[src/rtl/fetch_stage_pkg.sv]
// fetch_stage_pkg: pipeline constants and bus layouts shared by fetch and decode
//   RESET_PC        first fetch address after reset
//   IF_TO_ID_BUS_W  width of {pc, inst} toward decode
//   BR_BUS_W        width of {br_taken, br_target} from decode
package fetch_stage_pkg;
  localparam logic [31:0] RESET_PC = 32'h1c000000;
  localparam int IF_TO_ID_BUS_W = 64;
  localparam int BR_BUS_W = 33;
  localparam int IF_BUS_INST_LSB = 0;
  localparam int IF_BUS_PC_LSB = 32;
  localparam int BR_BUS_TARGET_LSB = 0;
  localparam int BR_BUS_TAKEN_BIT = 32;
  typedef struct packed {
    logic [31:0] pc;
    logic [31:0] inst;
  } if_to_id_t;
  typedef struct packed {
    logic taken;
    logic [31:0] target;
  } br_bus_t;
endpackage

[src/rtl/fetch_stage_if.sv]
// fetch_stage_if: SRAM-like instruction port
//   master (fetch): req, wr, size, wstrb, addr, wdata out; addr_ok, data_ok, rdata in
//   slave (memory): the mirror image
interface fetch_stage_if;
  logic req;
  logic wr;
  logic [1:0] size;
  logic [3:0] wstrb;
  logic [31:0] addr;
  logic [31:0] wdata;
  logic addr_ok;
  logic data_ok;
  logic [31:0] rdata;
  modport master (output req, wr, size, wstrb, addr, wdata, input addr_ok, data_ok, rdata);
  modport slave (input req, wr, size, wstrb, addr, wdata, output addr_ok, data_ok, rdata);
endinterface

[src/rtl/fetch_hold_reg.sv]
// fetch_hold_reg: one-entry hold register with set/clear and a valid flag
//   clk, resetn (sync, active-low), set loads d and marks valid, clr drops valid
//   q holds the last loaded value; set wins over clr
module fetch_hold_reg #(
  parameter int W = 32
) (
  input  logic clk,
  input  logic resetn,
  input  logic set,
  input  logic clr,
  input  logic [W-1:0] d,
  output logic [W-1:0] q,
  output logic valid
);
  always_ff @(posedge clk) begin
    if (!resetn) begin
      q <= '0;
      valid <= 1'b0;
    end else begin
      valid <= set | (valid & ~clr);
      if (set) q <= d;
    end
  end
endmodule

[src/rtl/fetch_stage.sv]
// fetch_stage: instruction fetch with redirect buffering and wrong-path discard
//   clk, resetn (sync, active-low)
//   ID_allow_in / IF_to_ID_valid / IF_to_ID_bus {pc, inst}: handshake toward decode
//   ID_to_IF_bus {br_taken, br_target}: redirect from decode
//   inst_sram: SRAM-like instruction port (master side)
//   fetch_stall_cnt: cycles IF holds a request awaiting data, only with FETCH_STALL_CNT_EN
module fetch_stage
  import fetch_stage_pkg::*;
(
  input  logic clk,
  input  logic resetn,
  input  logic ID_allow_in,
  output logic IF_to_ID_valid,
  output logic [IF_TO_ID_BUS_W-1:0] IF_to_ID_bus,
  input  logic [BR_BUS_W-1:0] ID_to_IF_bus,
`ifdef FETCH_STALL_CNT_EN
  output logic [31:0] fetch_stall_cnt,
`endif
  fetch_stage_if.master inst_sram
);
  br_bus_t br;
  if_to_id_t out;
  logic if_valid, if_ready_go, if_allow_in, hs, to_id, discard;
  logic inst_buf_valid, br_buf_valid;
  logic [31:0] if_pc, nextpc, inst_buf, br_buf;
  assign br = ID_to_IF_bus;
  assign nextpc = br_buf_valid ? br_buf : br.taken ? br.target : if_pc + 32'd4;
  assign if_ready_go = inst_buf_valid | (inst_sram.data_ok & ~discard);
  assign if_allow_in = ~if_valid | (if_ready_go & ID_allow_in);
  assign hs = inst_sram.req & inst_sram.addr_ok;
  assign to_id = if_valid & if_ready_go & ID_allow_in;
  assign inst_sram.req = resetn & if_allow_in;
  assign inst_sram.wr = 1'b0;
  assign inst_sram.size = 2'd2;
  assign inst_sram.wstrb = 4'd0;
  assign inst_sram.addr = nextpc;
  assign inst_sram.wdata = 32'd0;
  assign IF_to_ID_valid = if_valid & if_ready_go;
  assign out.pc = if_pc;
  assign out.inst = inst_buf_valid ? inst_buf : inst_sram.rdata;
  assign IF_to_ID_bus = out;
  // A branch with the live request still in flight marks its response for dropping;
  // a response arriving in the branch cycle itself is simply not captured.
  always_ff @(posedge clk) begin
    if (!resetn) begin
      if_valid <= 1'b0;
      if_pc <= RESET_PC - 32'd4;
      discard <= 1'b0;
    end else begin
      if_valid <= hs | (if_valid & ~br.taken & ~to_id);
      if (hs) if_pc <= nextpc;
      discard <= (br.taken & if_valid & ~if_ready_go) | (discard & ~inst_sram.data_ok);
    end
  end
  fetch_hold_reg #(.W(32)) u_inst_buf (
    .clk(clk),
    .resetn(resetn),
    .set(inst_sram.data_ok & ~discard & if_valid & ~ID_allow_in & ~br.taken),
    .clr(hs | br.taken | to_id),
    .d(inst_sram.rdata),
    .q(inst_buf),
    .valid(inst_buf_valid)
  );
  fetch_hold_reg #(.W(32)) u_br_buf (
    .clk(clk),
    .resetn(resetn),
    .set(br.taken & ~hs),
    .clr(hs),
    .d(br.target),
    .q(br_buf),
    .valid(br_buf_valid)
  );
`ifdef FETCH_STALL_CNT_EN
  always_ff @(posedge clk) begin
    if (!resetn) fetch_stall_cnt <= '0;
    else if (if_valid & ~if_ready_go) fetch_stall_cnt <= fetch_stall_cnt + 32'd1;
  end
`endif
endmodule

[src/flat_wrapper.sv]
// flat-port wrapper written by rule: the top's interface ports become plain ports
module fetch_stage_flat import fetch_stage_pkg::*;
  (clk, resetn, ID_allow_in, IF_to_ID_valid, IF_to_ID_bus, ID_to_IF_bus, inst_sram_req, inst_sram_wr, inst_sram_size, inst_sram_wstrb, inst_sram_addr, inst_sram_wdata, inst_sram_addr_ok, inst_sram_data_ok, inst_sram_rdata);
  fetch_stage_if inst_sram_i ();
  input  logic clk;
  input  logic resetn;
  input  logic ID_allow_in;
  output logic IF_to_ID_valid;
  output logic [IF_TO_ID_BUS_W-1:0] IF_to_ID_bus;
  input  logic [BR_BUS_W-1:0] ID_to_IF_bus;
  output wire logic [$bits(inst_sram_i.req)-1:0] inst_sram_req;
  output wire logic [$bits(inst_sram_i.wr)-1:0] inst_sram_wr;
  output wire logic [$bits(inst_sram_i.size)-1:0] inst_sram_size;
  output wire logic [$bits(inst_sram_i.wstrb)-1:0] inst_sram_wstrb;
  output wire logic [$bits(inst_sram_i.addr)-1:0] inst_sram_addr;
  output wire logic [$bits(inst_sram_i.wdata)-1:0] inst_sram_wdata;
  input wire logic [$bits(inst_sram_i.addr_ok)-1:0] inst_sram_addr_ok;
  input wire logic [$bits(inst_sram_i.data_ok)-1:0] inst_sram_data_ok;
  input wire logic [$bits(inst_sram_i.rdata)-1:0] inst_sram_rdata;
  assign inst_sram_req = inst_sram_i.req;
  assign inst_sram_wr = inst_sram_i.wr;
  assign inst_sram_size = inst_sram_i.size;
  assign inst_sram_wstrb = inst_sram_i.wstrb;
  assign inst_sram_addr = inst_sram_i.addr;
  assign inst_sram_wdata = inst_sram_i.wdata;
  assign inst_sram_i.addr_ok = inst_sram_addr_ok;
  assign inst_sram_i.data_ok = inst_sram_data_ok;
  assign inst_sram_i.rdata = inst_sram_rdata;
  fetch_stage u_core (.clk(clk), .resetn(resetn), .ID_allow_in(ID_allow_in), .IF_to_ID_valid(IF_to_ID_valid), .IF_to_ID_bus(IF_to_ID_bus), .ID_to_IF_bus(ID_to_IF_bus), .inst_sram(inst_sram_i));
endmodule
[config.mk]
export PLATFORM = sky130hd
export DESIGN_NAME = fetch_stage_flat
export DESIGN_NICKNAME = d
export VERILOG_FILES = /design/src/rtl/fetch_stage_pkg.sv /design/src/rtl/fetch_stage_if.sv /design/src/rtl/fetch_hold_reg.sv /design/src/rtl/fetch_stage.sv /design/src/flat_wrapper.sv
export SDC_FILE = /design/constraint.sdc
export NUM_CORES = 1
export LEC_CHECK = 0
export ABC_AREA = 0
export CORE_ASPECT_RATIO = 0.7
export CORE_MARGIN = 8
export CORE_UTILIZATION = 30
export DETAILED_ROUTE_END_ITERATION = 7
export SETUP_SLACK_MARGIN = 0.1
export SLEW_MARGIN = 40
export SYNTH_ARGS = -nofsm -noshare
export SYNTH_HDL_FRONTEND = slang
export SYNTH_SLANG_ARGS = --single-unit
export TNS_END_PERCENT = 20
[constraint.sdc]
create_clock -name clk -period 4.9 [get_ports clk]
set_clock_uncertainty 0.2 [all_clocks]
set_input_delay 0.98 -clock clk [delete_from_list [all_inputs] [get_ports clk]]
set_output_delay 0.98 -clock clk [all_outputs]
set_load 0.1 [all_outputs]
After elaboration in Yosys (flattened, before gate mapping) --
Cells that the tools add are included. W data, S select, Z words.
Operators by class: $add $sub $neg 1, muxes and demuxes 3, bitwise operators 34
Operators with widths (count):
- $mux W32 | 3
- $add A32 B3 Y32 const B | 1
- $and A1 B1 Y1 | 17
- $not A1 Y1 | 9
- $or A1 B1 Y1 | 8
Storage, ports and cells: word-level logic and storage cells 45, bits of input ports 70, output and inout bits 137, bits in registers 100

Logic depth before layout (Yosys ltp) --
Gate-level depths: netlist of the first run.
word-level depth 12, mapped depth 7

Modules after synthesis --
From an unflattened synthesis of the first run, not the netlist that was laid out.
Second synthesis, totals: cells, all modules 671, area, all modules 6029.5 um^2
By module, submodules not included:
- fetch_stage | area each 3474.6 um^2, seq. area each 680.7 um^2, cells each 459, times used 1
- fetch_hold_reg | area each 1277.5 um^2, seq. area each 660.6 um^2, cells each 106, times used 2

Worst setup path after synthesis of the first run --
Ideal clock, no wire load.
kind reg-to-output, start register u_core.if_pc[18], end output inst_sram_addr[31], arrival 4.517 ns, setup slack -0.797 ns, required time 3.720 ns, path buffers 2, cell stages (with the launch flop) 8, path through dfxtp_1 -> clkbuf_2 -> nand4_2 -> or2_0 -> buf_2 -> nor3_1 -> a211oi_1 -> a311oi_1
On the way: longest elaborated chain between the ends 3
Ends and longest elaborated chain:
- start, declared | RTL line fetch_stage.sv:25 | logic [31:0] if_pc, nextpc, inst_buf, br_buf;
- start signal, assigned | RTL line fetch_stage.sv:47 | if_pc <= RESET_PC - 32'd4;
- start signal, assigned | RTL line fetch_stage.sv:51 | if (hs) if_pc <= nextpc;
- $add A32 B3 Y32 | RTL line fetch_stage.sv:27 | assign nextpc = br_buf_valid ? br_buf : br.taken ? br.target : if_pc + 32'd4;
- $mux W32 (2 in series) | RTL line fetch_stage.sv:27
- end, declared | RTL line flat_wrapper.sv:15 | output wire logic [$bits(inst_sram_i.addr)-1:0] inst_sram_addr;
Every way passes these cells.

Worst setup path after layout of the first run --
start input ID_to_IF_bus[32], end output inst_sram_addr[27]
On the way: longest elaborated chain between the ends 2
Ends and longest elaborated chain:
- start, declared | RTL line flat_wrapper.sv:10 | input logic [BR_BUS_W-1:0] ID_to_IF_bus;
- $mux W32 (2 in series) | RTL line fetch_stage.sv:27
Every way passes these cells.

==> results of run 1 <==
==> worst register-to-register path, stage by stage, from the launching register on <==
cell	delay (ns)
dfxtp_1	0.30
buf_4	0.27
nand2b_1	0.26
o2111a_1	0.25
buf_4	0.20
nor2_2	0.50
buf_4	0.41
nand2_1	0.13
a21oi_1	0.12
==> cell type report <==
cell class | instances | area [µm²] | share of cell area (%)
Timing Repair Buffer | 183 | 1880 | 23.7
Clock buffer | 12 | 268 | 3.37
Clock inverter | 4 | 55.1 | 0.693
Inverter | 14 | 52.6 | 0.662
Tap cell | 242 | 303 | 3.81
Sequential cell | 100 | 2010 | 25.3
Multi-Input combinational cell | 595 | 3380 | 42.5
==> where the power goes <==
group / internal [W] / leakage, nW / total (W) / switching [W]
Combinational: 0.000381 / 2.12 / 0.00144 / 0.00106
Sequential: 0.000858 / 0.819 / 0.000924 / 0.0000665
Clock: 0.000444 / 0.154 / 0.000777 / 0.000333
Total: 0.00168 / 3.09 / 0.00314 / 0.00146
==> cells by family (layout without fill, tap and decap cells) <==
group,count (synthesis),after routing
buf+inv,112,213
xor+xnor,23,23
simple gates,304,304
other cells,2,39
flops,100,100
mux,38,38
fa+ha+maj,1,1
compound gates,190,190
==> sequential cells by signal, summed over array words and instances, names as in the netlist <==
signal                   count
u_core.if_pc                32
u_core.u_br_buf.q           32
u_core.u_inst_buf.q         32
u_core.discard               1
u_core.if_valid              1
u_core.u_br_buf.valid        1
u_core.u_inst_buf.valid      1
==> layout by cell type, fill, tap and decap left out, types with 5 or more instances in the layout <==
master,instances
o211ai_1,7
clkdlybuf4s50_1,69
o21a_1,8
xor2_1,8
clkbuf_16,10
nor3_1,16
nand2_1,188
conb_1,39
mux2_2,33
dfxtp_1,99
and3_1,9
a221o_1,5
nor4_2,6
inv_1,13
buf_2,32
a21oi_1,89
and2_1,5
nand3_1,18
buf_12,33
and4_1,7
o21ai_0,26
or3_1,7
mux2i_1,5
nor2_1,20
buf_4,49
a31oi_1,11
nand4_1,6
xnor2_1,15
==> routing by layer <==
layer / track usage (%) / vias up / part of all wire (%)
met2: 25.0 / 254 / 42
met5: 0 / - / 0
li1: - / 2882 / -
met1: 23.4 / 2760 / 47
met4: 3.77 / 0 / 1.1
met3: 5.56 / 20 / 9.5
==> per-stage QoR <==
| stage | TNS (ns) | hold WS (ns) | total power, W | instance area, µm² | std cells |
|---|---|---|---|---|---|
| after floorplan | -3.87 | 0.233 | 0.00198 | 5950 | 807 |
| after global placement | 0 | 0.240 | 0.00240 | 7780 | 1134 |
| after detailed placement | 0 | 0.244 | 0.00238 | 7620 | 1134 |
| after CTS | 0 | 0.255 | 0.00316 | 7940 | 1150 |
| after global routing | 0 | 0.271 | 0.00326 | 7940 | 1150 |
| final | 0 | 0.253 | 0.00314 | 7940 | 1150 |
==> final timing paths <==
kind | startpoint | endpoint | slack [ns] | cells past startpoint
hold / removal | u_core.u_inst_buf.q[18] | u_core.u_inst_buf.q[18] | 0.25 | 2
setup / recovery | ID_to_IF_bus[32] | inst_sram_addr[27] | 0.80 | 6
setup reg to reg | u_core.u_inst_buf.valid | u_core.u_br_buf.q[5] | 2.19 | 8
hold reg to reg | u_core.u_inst_buf.q[18] | u_core.u_inst_buf.q[18] | 0.25 | 2
==> results.yml, run 1 <==
outcome:
  status: "completed"
synth:
  seq_area_frac_synth_pct: 34.5
  yosysTopAreaCell: "dfxtp_1"
  synth.top_cell.area_share_pct: 34.5
  yosysMostFrequentCell: "nand2_1"
  synthAdderAreaFrac_pct: 0.215
  synth_area_mm2: 0.00581
  synth-main-ff-cell: "dfxtp_1"
  yosysWarnings: 0
  syn_area_per_cell_um2: 7.54
  muxShareOfSynthArea_pct: 7.26
  async_flop_share_pct: 0
  synth_top_family_by_area: "simple AND/OR/NAND/NOR gates"
  synth_edf_count: 0
  synth-simple-area-share_pct: 24.4
  synthCells: 770
  synth_common_cells: "nand2_1 (188), dfxtp_1 (100), a21oi_1 (89), clkbuf_1 (48), buf_4 (39)"
  synth_area_leaders: "dfxtp_1 (34%), nand2_1 (12%), a21oi_1 (7.7%), mux2_2 (6.4%), buf_4 (5.0%)"
  synthXorXnorAreaFrac_pct: 3.47
  ys_types: 62
  synth-seq-cells: 100
  synth_compound_area_share_pct: 20.2
worst_setup_path:
  criticalPathCategory: "in -> out"
  required_ns: 3.72
  setup.worst_path.start_class: "input port"
  slowest_stage: "inv_1"
  cp_max_fo: 17
  arrival_ns: 2.92
  cp_cell_sequence: "clkdlybuf4s50_1 -> inv_1 -> or3_1 -> o21ai_0 -> a21oi_1 -> buf_12"
  critPathBufInv: 3
  critPathCaptureType: "output pin"
  slowest_delay_ns: 0.56
  path_delay_family: "buffers and inverters"
pwr:
  p_leak_nw: 3.09
  ir_drop_v: 0.000242
  pwr_density_cell_mw_per_mm2: 395
placement:
  io_buffers: 167
  dp_slack_ns: 0.823
  gp_congestion: 0.821
  dp_hpwl_mm: 14.9
sta:
  period_minus_slack_ns: 4.10
  period_share_pct: 83.6
  finalSetupViolCount: 0
  worst_slew_pin_slew_ns: 0.744
  setup_slack_ns: 0.804
  hold_viol_final: 0
  slew_headroom_pct: 50.4
  rsz0062_at_grt: "false"
  maxSlewViolCount: 0
  fmaxAchievable_mhz: 244
finish:
  drive_gt1_share_pct: 19.8
  area_delta_synth_final_pct: 36.8
  n_antenna_cell: 0
  n_fill_cell: 1912
  final_util_pct: 42.0
  nets: 974
global_route:
  grt_max_degree: 56
  grtUsageTotal_pct: 16.9
  grt_pass1_wl_mm: 32.8
  antenna_found_initial: 0
  grt_pass1_vias: 5729
  grt-ovfl-total: 0
floorplan:
  rows: 42
  start_util_pct: 30.7
  core_mm2: 0.0189
  dieArea_mm2: 0.0241
  io-pin-count: 207
  die_y_um: 132
  die_x_um: 182
clock_tree:
  clkTransAtPathRegs_ns: 0.07
  clk_path_buf_depth: 2
  cts_tree: "done"
  clock_sinks: 100
  cts_htree_levels: 3
  clk_latency_ns: 0.36
  cts_resized: 0
  post_cts_buffers: 0
  numCtsBuffers: 9
  cts-root-buf: "clkbuf_16"
  cts_hold_buf: 0
job:
  cap_violations: 0
route:
  ant_nets: 0
  drtIter0Drc: 387
  dr_total_vias: 5916
  post_drt_wl_per_cell_um: 18.2
  wl_mm: 20.9
  vias_per_cell: 5.14
  drc_errors: 0
  dr.pass1.iters: 5
min_path:
  hold_class: "reg -> reg"
No activity file was read; power rests on OpenSTA's default activity.
==> inputs of run 2 (changes only) <==
- clock period: 4.9 -> 3.5 ns (I/O delays scaled with it)
==> run 2 against run 1 <==
Compared with the run above:
- final area grew 11%
- power is 50% higher
- via count grew 0.34%
- sequential cell count unchanged
- worst hold slack better by 0.0011 ns
- die area unchanged
- sequential share of layout area shrank 2.2 points
- core utilization is 4.8 points higher
- final cell count increased by 1.4%
- critical path depth did not move
==> results.yml, run 2 (synthesis gave the netlist of run 1 again) <==
pwr:
  ir_drop_v: 0.000349
  pwr_density_cell_mw_per_mm2: 531
  sequentialPowerShare_pct: 27.6
  p_leak_nw: 3.42
  p_comb_share_pct: 46.8
  p_switching_w: 0.00209
  sw_frac_of_total_pct: 44.5
  power.internal_w: 0.00261
  p_clk_share_pct: 25.7
clock_tree:
  cts_tree: "done"
  clock_sinks: 100
  cts-root-buf: "clkbuf_16"
  clkTransAtPathRegs_ns: 0.07
  post_cts_buffers: 0
  cts_htree_levels: 3
  clk_latency_ns: 0.35
  numCtsBuffers: 9
  clk_path_buf_depth: 2
finish:
  final_util_pct: 46.8
  area_delta_synth_final_pct: 52.3
  nets: 990
  largestRegisters: "u_core.if_pc x32, u_core.u_br_buf.q x32, u_core.u_inst_buf.q x32"
  mostFrequentLayoutCell: "nand2_1"
  n_antenna_cell: 0
  final_cell_count_no_fill: 1166
  layout_common_cells: "nand2_1 (186), a21oi_1 (85), dfxtp_1 (75)"
  drive_gt1_share_pct: 26.5
min_path:
  hold_class: "reg -> reg"
global_route:
  antenna_found_initial: 1
  grt_max_degree: 84
  grt-ovfl-total: 0
  grt_pass1_wl_mm: 33.1
  grtUsageTotal_pct: 17.1
  grt_pass1_vias: 5748
route:
  ant_nets: 0
  dr.pass1.iters: 5
  drc_errors: 0
  vias_per_cell: 5.09
  drtIter0Drc: 468
  post_drt_wl_per_cell_um: 18.2
  dr_total_vias: 5936
  wl_mm: 21.3
worst_setup_path:
  setup.worst_path.start_class: "flop"
  arrival_ns: 2.45
  critPathCaptureType: "output pin"
  required_ns: 2.60
  cp_max_fo: 10
  criticalPathCategory: "reg -> out"
floorplan:
  dieArea_mm2: 0.0241
  die_x_um: 182
  start_util_pct: 30.7
  io-pin-count: 207
  rows: 42
  die_y_um: 132
  core_mm2: 0.0189
sta:
  hold_viol_final: 0
  finalSetupViolCount: 0
  whs_ns: 0.254
  maxSlewViolCount: 0
  worst_slew_pin_slew_ns: 0.760
  fmaxAchievable_mhz: 299
  period_share_pct: 95.7
  slew_headroom_pct: 49.3
  period_minus_slack_ns: 3.35
  rsz0062_at_grt: "true"
placement:
  dpl.cell_count: 1150
  io_buffers: 167
  gp_congestion: 0.845
  dp_hpwl_mm: 15.6
job:
  cap_violations: 0
outcome:
  status: "completed"
[run 2: area by class of cell]
type	instances	area (µm²)
Clock buffer	11	254
Clock inverter	5	104
Fill cell	1849	10100
Inverter	14	52.6
Multi-Input combinational cell	595	3570
Sequential cell	100	2040
Tap cell	242	303
Timing Repair Buffer	199	2530
[run 2: final timing paths]
check	from	end	slack, ns	cells after the start
max	u_core.if_pc[4]	inst_sram_addr[23]	0.15	6
max reg2reg	u_core.u_inst_buf.valid	u_core.if_pc[28]	1.16	5
min	u_core.u_inst_buf.q[8]	u_core.u_inst_buf.q[8]	0.25	2
min reg2reg	u_core.u_inst_buf.q[8]	u_core.u_inst_buf.q[8]	0.25	2
[run 2: routing by layer]
metal / vias to the layer above / track usage [%] / routed length [µm]
met2: 209 / 24.8 / 8920
met5: - / 0 / 13
met4: 2 / 3.41 / 186
met3: 17 / 5.04 / 1550
li1: 2910 / - / -
met1: 2798 / 24.5 / 10600
[run 2: stage by stage]
stage	setup WS, ns	instance area [µm²]	setup TNS (ns)	power [W]
CTS	0.0580	8820	0	0.00472
floorplan	-0.290	6140	-1.79	0.00283
global route	0.0773	8840	0	0.00486
global placement	0.0443	8460	0	0.00349
finish	0.152	8840	0	0.00470
detailed placement	0.0628	8460	0	0.00350
[run 2: timing repair]
action,4_1_cts,5_1_grt
hold buffers,0,0
setup endpoints to repair,5,12
resized for setup,3,7
[run 2: power groups by stage]
stage	clock, W	combinational, W	sequential (W)
6_report	0.00121	0.00220	0.00129
5_1_grt	0.00128	0.00228	0.00130
4_1_cts	0.00124	0.00219	0.00129
3_5_place_dp	0	0.00218	0.00132
3_3_place_gp	0	0.00218	0.00131
2_1_floorplan	0	0.00130	0.00153
[run 2: critical path: stages, from the launching register on]
cell and delay [ns]:
dfxtp_2 0.41, and4_4 0.31, nand2_2 0.21, or4_1 0.61, xor2_1 0.19, o21ai_4 0.15
buf_12 0.19
